--- src/rtl/async_fifo_1clk.sv ---
`default_nettype none
// ============================================================================
// Module   : async_fifo_1clk
// Brief    : Single-clock width-converting FIFO (pack/unpack by power-of-two
//            ratio), FWFT or STANDARD read, optional space counters enabled
//            by macro ASYNC_FIFO_DATA_SPACE_EN.
// Revision : 1.0  initial release
// ============================================================================
module async_fifo_1clk #(
    parameter int    INPUT_WIDTH  = 8,
    parameter int    OUTPUT_WIDTH = 64,
    parameter int    WR_DEPTH     = 128,
    parameter int    RD_DEPTH     = 16,
    parameter string MODE         = "FWFT",
    parameter string DIRECTION    = "MSB"
) (
    input  logic                            clk,
    input  logic                            rst,
    input  logic                            wr_en,
    input  logic [INPUT_WIDTH-1:0]          din,
    input  logic                            rd_en,
    output logic                            valid,
    output logic [OUTPUT_WIDTH-1:0]         dout,
    output logic                            full,
    output logic                            empty,
    output logic [$clog2(WR_DEPTH):0]       wr_data_count,
    output logic [$clog2(RD_DEPTH):0]       rd_data_count,
    output logic [$clog2(WR_DEPTH):0]       wr_data_space,
    output logic [$clog2(RD_DEPTH):0]       rd_data_space
);

    localparam int c_nw    = (INPUT_WIDTH < OUTPUT_WIDTH) ? INPUT_WIDTH : OUTPUT_WIDTH;
    localparam int c_wu    = INPUT_WIDTH / c_nw;
    localparam int c_ru    = OUTPUT_WIDTH / c_nw;
    localparam int c_r     = (c_wu > c_ru) ? c_wu : c_ru;
    localparam int c_log2r = $clog2(c_r);
    localparam int c_d     = (WR_DEPTH > RD_DEPTH) ? WR_DEPTH : RD_DEPTH;
    localparam int c_aw    = $clog2(c_d);
    localparam int c_dw    = c_aw + 1;
    localparam int c_wcw   = $clog2(WR_DEPTH) + 1;
    localparam int c_rcw   = $clog2(RD_DEPTH) + 1;

    logic [c_nw-1:0]         r_mem [c_d];
    logic [c_aw-1:0]         r_wr_ptr;
    logic [c_aw-1:0]         r_rd_ptr;
    logic [c_dw-1:0]         r_n;
    logic [c_dw-1:0]         w_n_next;
    logic [c_wcw-1:0]        r_wr_count;
    logic [c_wcw-1:0]        w_wr_count_next;
    logic [c_rcw-1:0]        r_rd_count;
    logic [c_rcw-1:0]        w_rd_count_next;
    logic                    r_full;
    logic                    r_empty;
    logic                    w_wr_acc;
    logic                    w_rd_acc;
    logic [OUTPUT_WIDTH-1:0] w_head;

    // Slot i of a wide word maps to this narrow slice index
    function automatic int f_wr_slot(input int i);
        f_wr_slot = (DIRECTION == "MSB") ? (c_wu - 1 - i) : i;
    endfunction

    function automatic int f_rd_slot(input int i);
        f_rd_slot = (DIRECTION == "MSB") ? (c_ru - 1 - i) : i;
    endfunction

    assign w_wr_acc = wr_en && !r_full;
    assign w_rd_acc = rd_en && !r_empty;

    always_comb begin
        w_n_next = r_n;
        if (w_wr_acc) w_n_next = w_n_next + c_dw'(c_wu);
        if (w_rd_acc) w_n_next = w_n_next - c_dw'(c_ru);
    end

    generate
        if (c_wu > 1) begin : g_wr_wide
            // Partially consumed wide word still occupies a write slot
            assign w_wr_count_next = w_n_next[c_dw-1:c_log2r] + c_wcw'(|w_n_next[c_log2r-1:0]);
            assign w_rd_count_next = w_n_next;
        end else begin : g_rd_wide
            assign w_wr_count_next = w_n_next;
            assign w_rd_count_next = w_n_next[c_dw-1:c_log2r];
        end
    endgenerate

    always_ff @(posedge clk) begin
        if (rst) begin
            r_wr_ptr   <= '0;
            r_rd_ptr   <= '0;
            r_n        <= '0;
            r_wr_count <= '0;
            r_rd_count <= '0;
            r_full     <= 1'b0;
            r_empty    <= 1'b1;
        end else begin
            if (w_wr_acc) r_wr_ptr <= r_wr_ptr + c_aw'(c_wu);
            if (w_rd_acc) r_rd_ptr <= r_rd_ptr + c_aw'(c_ru);
            r_n        <= w_n_next;
            r_wr_count <= w_wr_count_next;
            r_rd_count <= w_rd_count_next;
            r_full     <= (w_wr_count_next == c_wcw'(WR_DEPTH));
            r_empty    <= (w_rd_count_next == '0);
        end
    end

    always_ff @(posedge clk) begin
        if (w_wr_acc) begin
            for (int i = 0; i < c_wu; i++) begin
                r_mem[r_wr_ptr + c_aw'(i)] <= din[f_wr_slot(i)*c_nw +: c_nw];
            end
        end
    end

    always_comb begin
        w_head = '0;
        for (int i = 0; i < c_ru; i++) begin
            w_head[f_rd_slot(i)*c_nw +: c_nw] = r_mem[r_rd_ptr + c_aw'(i)];
        end
    end

    generate
        if (MODE == "STANDARD") begin : g_standard
            logic                    r_valid;
            logic [OUTPUT_WIDTH-1:0] r_dout;
            always_ff @(posedge clk) begin
                if (rst) begin
                    r_valid <= 1'b0;
                    r_dout  <= '0;
                end else begin
                    r_valid <= w_rd_acc;
                    if (w_rd_acc) r_dout <= w_head;
                end
            end
            assign valid = r_valid;
            assign dout  = r_dout;
        end else begin : g_fwft
            // Gate the head so stale memory never shows while empty
            assign valid = !r_empty;
            assign dout  = r_empty ? '0 : w_head;
        end
    endgenerate

`ifdef ASYNC_FIFO_DATA_SPACE_EN
    logic [c_wcw-1:0] r_wr_space;
    logic [c_rcw-1:0] r_rd_space;
    always_ff @(posedge clk) begin
        if (rst) begin
            r_wr_space <= c_wcw'(WR_DEPTH);
            r_rd_space <= c_rcw'(RD_DEPTH);
        end else begin
            r_wr_space <= c_wcw'(WR_DEPTH) - w_wr_count_next;
            r_rd_space <= c_rcw'(RD_DEPTH) - w_rd_count_next;
        end
    end
    assign wr_data_space = r_wr_space;
    assign rd_data_space = r_rd_space;
`else
    assign wr_data_space = '0;
    assign rd_data_space = '0;
`endif

    assign full          = r_full;
    assign empty         = r_empty;
    assign wr_data_count = r_wr_count;
    assign rd_data_count = r_rd_count;

endmodule
`default_nettype wire

--- config.mk ---
export PLATFORM = sky130hd
export DESIGN_NAME = async_fifo_1clk
export DESIGN_NICKNAME = d
export VERILOG_FILES = /design/src/rtl/async_fifo_1clk.sv
export SDC_FILE = /design/constraint.sdc
export NUM_CORES = 1
export LEC_CHECK = 0
export BUFFER_PORTS_ARGS = -buffer_cell sky130_fd_sc_hd__buf_2
export CORE_UTILIZATION = 60
export DETAILED_ROUTE_END_ITERATION = 12
export PLACE_DENSITY = 0.77
export SETUP_SLACK_MARGIN = 0.15
export SYNTH_ARGS = -nofsm -noshare
export SYNTH_HDL_FRONTEND = slang
export SYNTH_SLANG_ARGS = --single-unit
--- constraint.sdc ---
create_clock -name clk -period 5.9 [get_ports clk]
set_input_delay 0.295 -clock clk [delete_from_list [all_inputs] [get_ports clk]]
set_output_delay 0.295 -clock clk [all_outputs]
set_load 0.05 [all_outputs]
* Yosys cells after proc, flatten, opt, wreduce, memory -nomap -nowiden
Memories as Yosys holds them, arrays and structs flattened. A register that Yosys moved wholly into a read port is not among the register bits.
Cells that the tools add are included.
** Cells by class
- Add/subtract/negate cells :: 11
- Equality and inequality tests :: 1
- Multiplexer cells :: 7
- Reduce and logical (&&, ||, !) cells :: 5
** Operators with widths (number)
- 64-bit 2-to-1 mux :: 1
- 7-bit by 3-bit adder with 7-bit output (second input constant) :: 4
- 8-bit 2-to-1 mux :: 2
- 7-bit by 1-bit adder with 7-bit output (second input constant) :: 2
- 7-bit by 2-bit adder with 7-bit output (second input constant) :: 2
- 7-bit 2-to-1 mux :: 2
- 8-bit by 1-bit adder with 8-bit output (second input constant) :: 1
- 8-bit == test (second input constant) :: 1
- 8-bit by 4-bit subtractor with 8-bit output (second input constant) :: 1
- 7-bit by 4-bit adder with 7-bit output (second input constant) :: 1
- 5-bit logical NOT :: 1
- 1-bit logical AND :: 2
- 1-bit logical NOT :: 2
- 1-bit 2-to-1 mux :: 2
** Word-level totals
- Bits in registers :: 29
- Memory bits (writable) :: 1024
- Input bits :: 12
- Output and inout port bits :: 93
- Memories :: 1
** Memories
- r_mem :: depth 128, width 8, rd ports 8, clocked after Yosys merged registers in 1, write ports 1, line 43 : logic [c_nw-1:0] r_mem [c_d];

* Longest topological paths before layout
- Depth after elaboration :: 6
- Mapped depth :: 10
- Gate-level depth less buffers :: 9

* Worst setup path before layout
Ideal clock, no wire load.
- Path type :: reg2reg
- Start :: register, netlist name wr_data_count[0]
- End :: register r_full, in the netlist full
- Library setup time :: 0.092 ns
- Arrival :: 2.604 ns
- Setup slack :: 3.204 ns
- Stages on the path, launching flop included :: 11
- Path buffers :: 1
- Period minus slack after synthesis :: 2.696 ns
- Cells stage by stage :: dfxtp_1 -> ha_1 -> and4b_1 -> clkbuf_1 -> nand2_1 -> xor2_1 -> ha_1 -> o211ai_1 -> or4_1 -> xnor2_1 -> nor4_1
** RTL lines
- end signal: assignment :: line 102 : r_full <= (w_wr_count_next == c_wcw'(WR_DEPTH));
- end: declaration :: line 52 : logic r_full;

* Worst setup path after layout
- Start :: register r_rd_ptr[3]
- End :: output port dout[34]
** Between the ends
- Cells in the longest elaborated chain, start to end :: 3
** RTL lines
- start: declaration :: line 45 : logic [c_aw-1:0] r_rd_ptr;
- start signal: assignment :: line 98 : if (w_rd_acc) r_rd_ptr <= r_rd_ptr + c_aw'(c_ru);
- 7-bit by 2-bit adder with 7-bit output :: line 118 : w_head[f_rd_slot(i)*c_nw +: c_nw] = r_mem[r_rd_ptr + c_aw'(i)];
- memory 128 x 8 bit
- 64-bit 2-to-1 mux :: line 140 : assign dout = r_empty ? '0 : w_head;
- end: declaration :: line 23 : output logic [OUTPUT_WIDTH-1:0] dout,
Every way passes these cells.

==> metrics.md <==
| Metric | Value |
|---|---|
| Final Hold Fails | 0 |
| Met2 wire length | 45600 µm |
| Post-synthesis sequential area ratio | 76.5% |
| Post-CTS Setup Bufs | 0 |
| Combinational power share | 13.4% |
| Peak supply drop | 0.289 mV |
| Sum Neg Setup Slack | 0 ps |
| RePlAce Congestion | 0.828 |
| WS Path Type | register to output pin |
| Cell variety after synth | 39 |
| Worst Setup End Kind | output pin |
| Post-Syn Area | 40800 µm² |
| Clk pwr share | 37.3% |
| Avg Inst Size Synth | 22.4 µm² |
| Worst-Margin Slew | 1230 ps |
| Chip height | 263 µm |
| Synth warnings | 0 |
| HPWL Detailed | 49000 µm |
| Final setup margin | 1860 ps |
| Post-cts gate resize count | 0 |
| Worst skew pair latency | 670 ps |
| Layout cells sized above 1 | 29.0% |
| Clock Tree Buf Depth | 3 |
| Post-Place Cells | 2705 |
| Filler instances | 4024 |
| Total GRT Usage | 26.7% |
| Register bit total from synthesis | 1049 |
| Max cap viols | 0 |
| CTS sink count | 1049 |
| Pint | 0.0127 W |
| Flop pwr share | 49.3% |
| Number of global-route vias before repair | 19600 |
| Fin. max-slew vios | 0 |
| Initial antenna violation count | 0 |
| Switching portion of total power | 24.8% |
| Finished Layout Cells | 2886 |
| H-tree Lvls | 3 |
| Total number of vias | 19200 |
| Post-Synthesis Cells | 1825 |
| Fmax | 0.247 GHz |
| DRT antenna net count | 0 |
| Power Dens Cells | 373 nW/µm² |
| Min Clock Period, post-route | 4040 ps |
| Die Wd | 263 µm |
| Largest net degree at the start of global routing | 99 |
| Clock slew at reported path FFs | 60 ps |
| Final setup viols | 0 |
| Post-place setup slack | 2490 ps |
| Lkg Pwr | 13.8 nW |
| Vias/cell | 6.66 |
| Met3 WL | 6930 µm |
| CTS buffer count | 100 |
| M1 wire length | 35000 µm |
| DIE AREA | 69100 µm² |
| Worst relative slew slack | 17.5% |
| Top post-synthesis cells by area | edfxtp_1 75%, mux4_2 18%, nor2_1 1.4%, dfxtp_1 1.2%, and2_1 1.0% |
| Register area | 31300 µm² |
| Drt first pass iters | 6 |
| DR iter-0 viols | 2541 |
| Global-route wire length before repair | 133000 µm |
| Top-area cell type share of the netlist area | 75.3% |
| Synth area leader | edfxtp_1 |
| Worst Path Max Fanout | 63 |
| Cts hold-fix bufs | 0 |
| Drt wl/cell | 31.2 µm |
| CP Data Arrival Time | 3750 ps |
| Worst Path Required | 5610 ps |
| Area of the multi-input gates | 8980 µm² |
| Layout area overhead | 10.8% |
| Clk_skew | 30.4 ps |
| Outcome | complete, no violations |
| Final period util | 68.5% |
| CORE AREA | 67300 µm² |
| Final net count | 1950 |
| Most frequent cells in the layout | 1024 x edfxtp_1, 320 x mux4_2, 148 x nor2_1 |
| RSZ-0062 raised after global routing | no |
| Boundary Pins | 105 |
| Starting Density | 60.7% |
| Final WL | 90000 µm |
| Startpoint Class | register |
| Input/output buffers | 91 |
| Switching power | 0.00417 W |
| Commonest non-fill, non-tap cell in the layout | edfxtp_1 |
| CTS tree | yes |
| Root buf cell | clkbuf_16 |
| GRT overflow | 0 |
| Std cell rows | 95 |
| Top Metal Used | met4 |
| Hold Path Class | primary input to register |
| Final core utilization | 67.3% |
| DRC viols | 0 |
## logic make-up after synthesis
kind of cell | after synthesis | synth area share [%]
fa+ha+maj | 4 | 0.123
other cells | 1 | 0.00918
flops | 1049 | 76.5
mux | 320 | 17.6
buf+inv | 121 | 1.62
compound gates | 23 | 0.368
simple gates | 293 | 3.39
xor+xnor | 14 | 0.337
## sequential cells by signal, indices dropped and copies added (netlist names), named ones only
register       flops
r_rd_ptr           4
r_wr_ptr           7
r_mem           1024
full               1
wr_data_count      8
empty              1
## path summary, 6_finish.rpt
path                                             startpoint                          end  slack (ps)  depth (start not counted)
worst max-delay path               r_rd_ptr[3]$_SDFFE_PP0P_                     dout[34]        1860                          5
worst min-delay path                                  rd_en     r_rd_ptr[4]$_SDFFE_PP0P_          80                          4
worst max register to register     r_wr_ptr[3]$_SDFFE_PP0N_       r_mem[61][4]$_DFFE_PP_        2810                          3
worst min register to register  wr_data_count[1]$_SDFF_PP0_  wr_data_count[1]$_SDFF_PP0_         550                          2
## layout make-up
type                    count  area share (%)
repair buffers            113            1.58
clock buffers             124            5.84
diodes                      1         0.00553
multi-input cells         667            19.9
flip-flops and latches   1049            69.1
inverters                   3          0.0249
clock inverters            56            1.17
well taps                 873            2.41
## power by group through the flow
stage          combinational, W  sequential (W)  clock (W)
6_report                0.00226         0.00832    0.00629
2_1_floorplan           0.00178         0.00844          0
4_1_cts                 0.00230         0.00832    0.00633
3_3_place_gp            0.00226         0.00847          0
3_5_place_dp            0.00228         0.00848          0
5_1_grt                 0.00238         0.00832    0.00661
## per-stage QoR
step,hold slack [ps],total power [W],area [µm²]
floorplan,394,0.0102,40900
global placement,509,0.0107,42100
detailed placement,524,0.0108,42100
CTS,49.6,0.0169,45200
global route,113,0.0173,45200
finish,81.5,0.0169,45200
## layer usage
layer,vias up,GRT usage (%)
met5,-,0
met4,0,7.86
met3,190,4.32
met2,1037,43.5
met1,10200,38.0
li1,7775,-
## critical path, stage by stage (launching register included)
cell and delay, ps:
dfxtp_4 1000, buf_12 490, mux4_2 600, mux4_2 520, and2_1 180, buf_2 200
## synthesized netlist by cell type
| master | number |
|---|---|
| a211o_1 | 2 |
| a211oi_1 | 1 |
| a21boi_0 | 1 |
| a21boi_1 | 1 |
| a21oi_1 | 8 |
| a32oi_1 | 1 |
| and2_1 | 65 |
| and3_1 | 3 |
| and4b_1 | 2 |
| buf_1 | 4 |
| buf_2 | 17 |
| buf_4 | 18 |
| buf_6 | 16 |
| clkbuf_1 | 63 |
| conb_1 | 1 |
| dfxtp_1 | 25 |
| edfxtp_1 | 1024 |
| ha_1 | 4 |
| inv_1 | 3 |
| mux4_2 | 320 |
| nand2_1 | 29 |
| nand2b_1 | 4 |
| nand3_1 | 12 |
| nand4_1 | 8 |
| nand4b_1 | 3 |
| nor2_1 | 148 |
| nor2b_1 | 8 |
| nor3_1 | 5 |
| nor4_1 | 1 |
| o211a_1 | 1 |
| o211ai_1 | 2 |
| o21a_1 | 1 |
| o21ai_0 | 4 |
| o221ai_1 | 1 |
| or3_1 | 3 |
| or4_1 | 2 |
| xnor2_1 | 5 |
| xor2_1 | 8 |
| xor3_1 | 1 |
(Power assumes the default switching activity.)
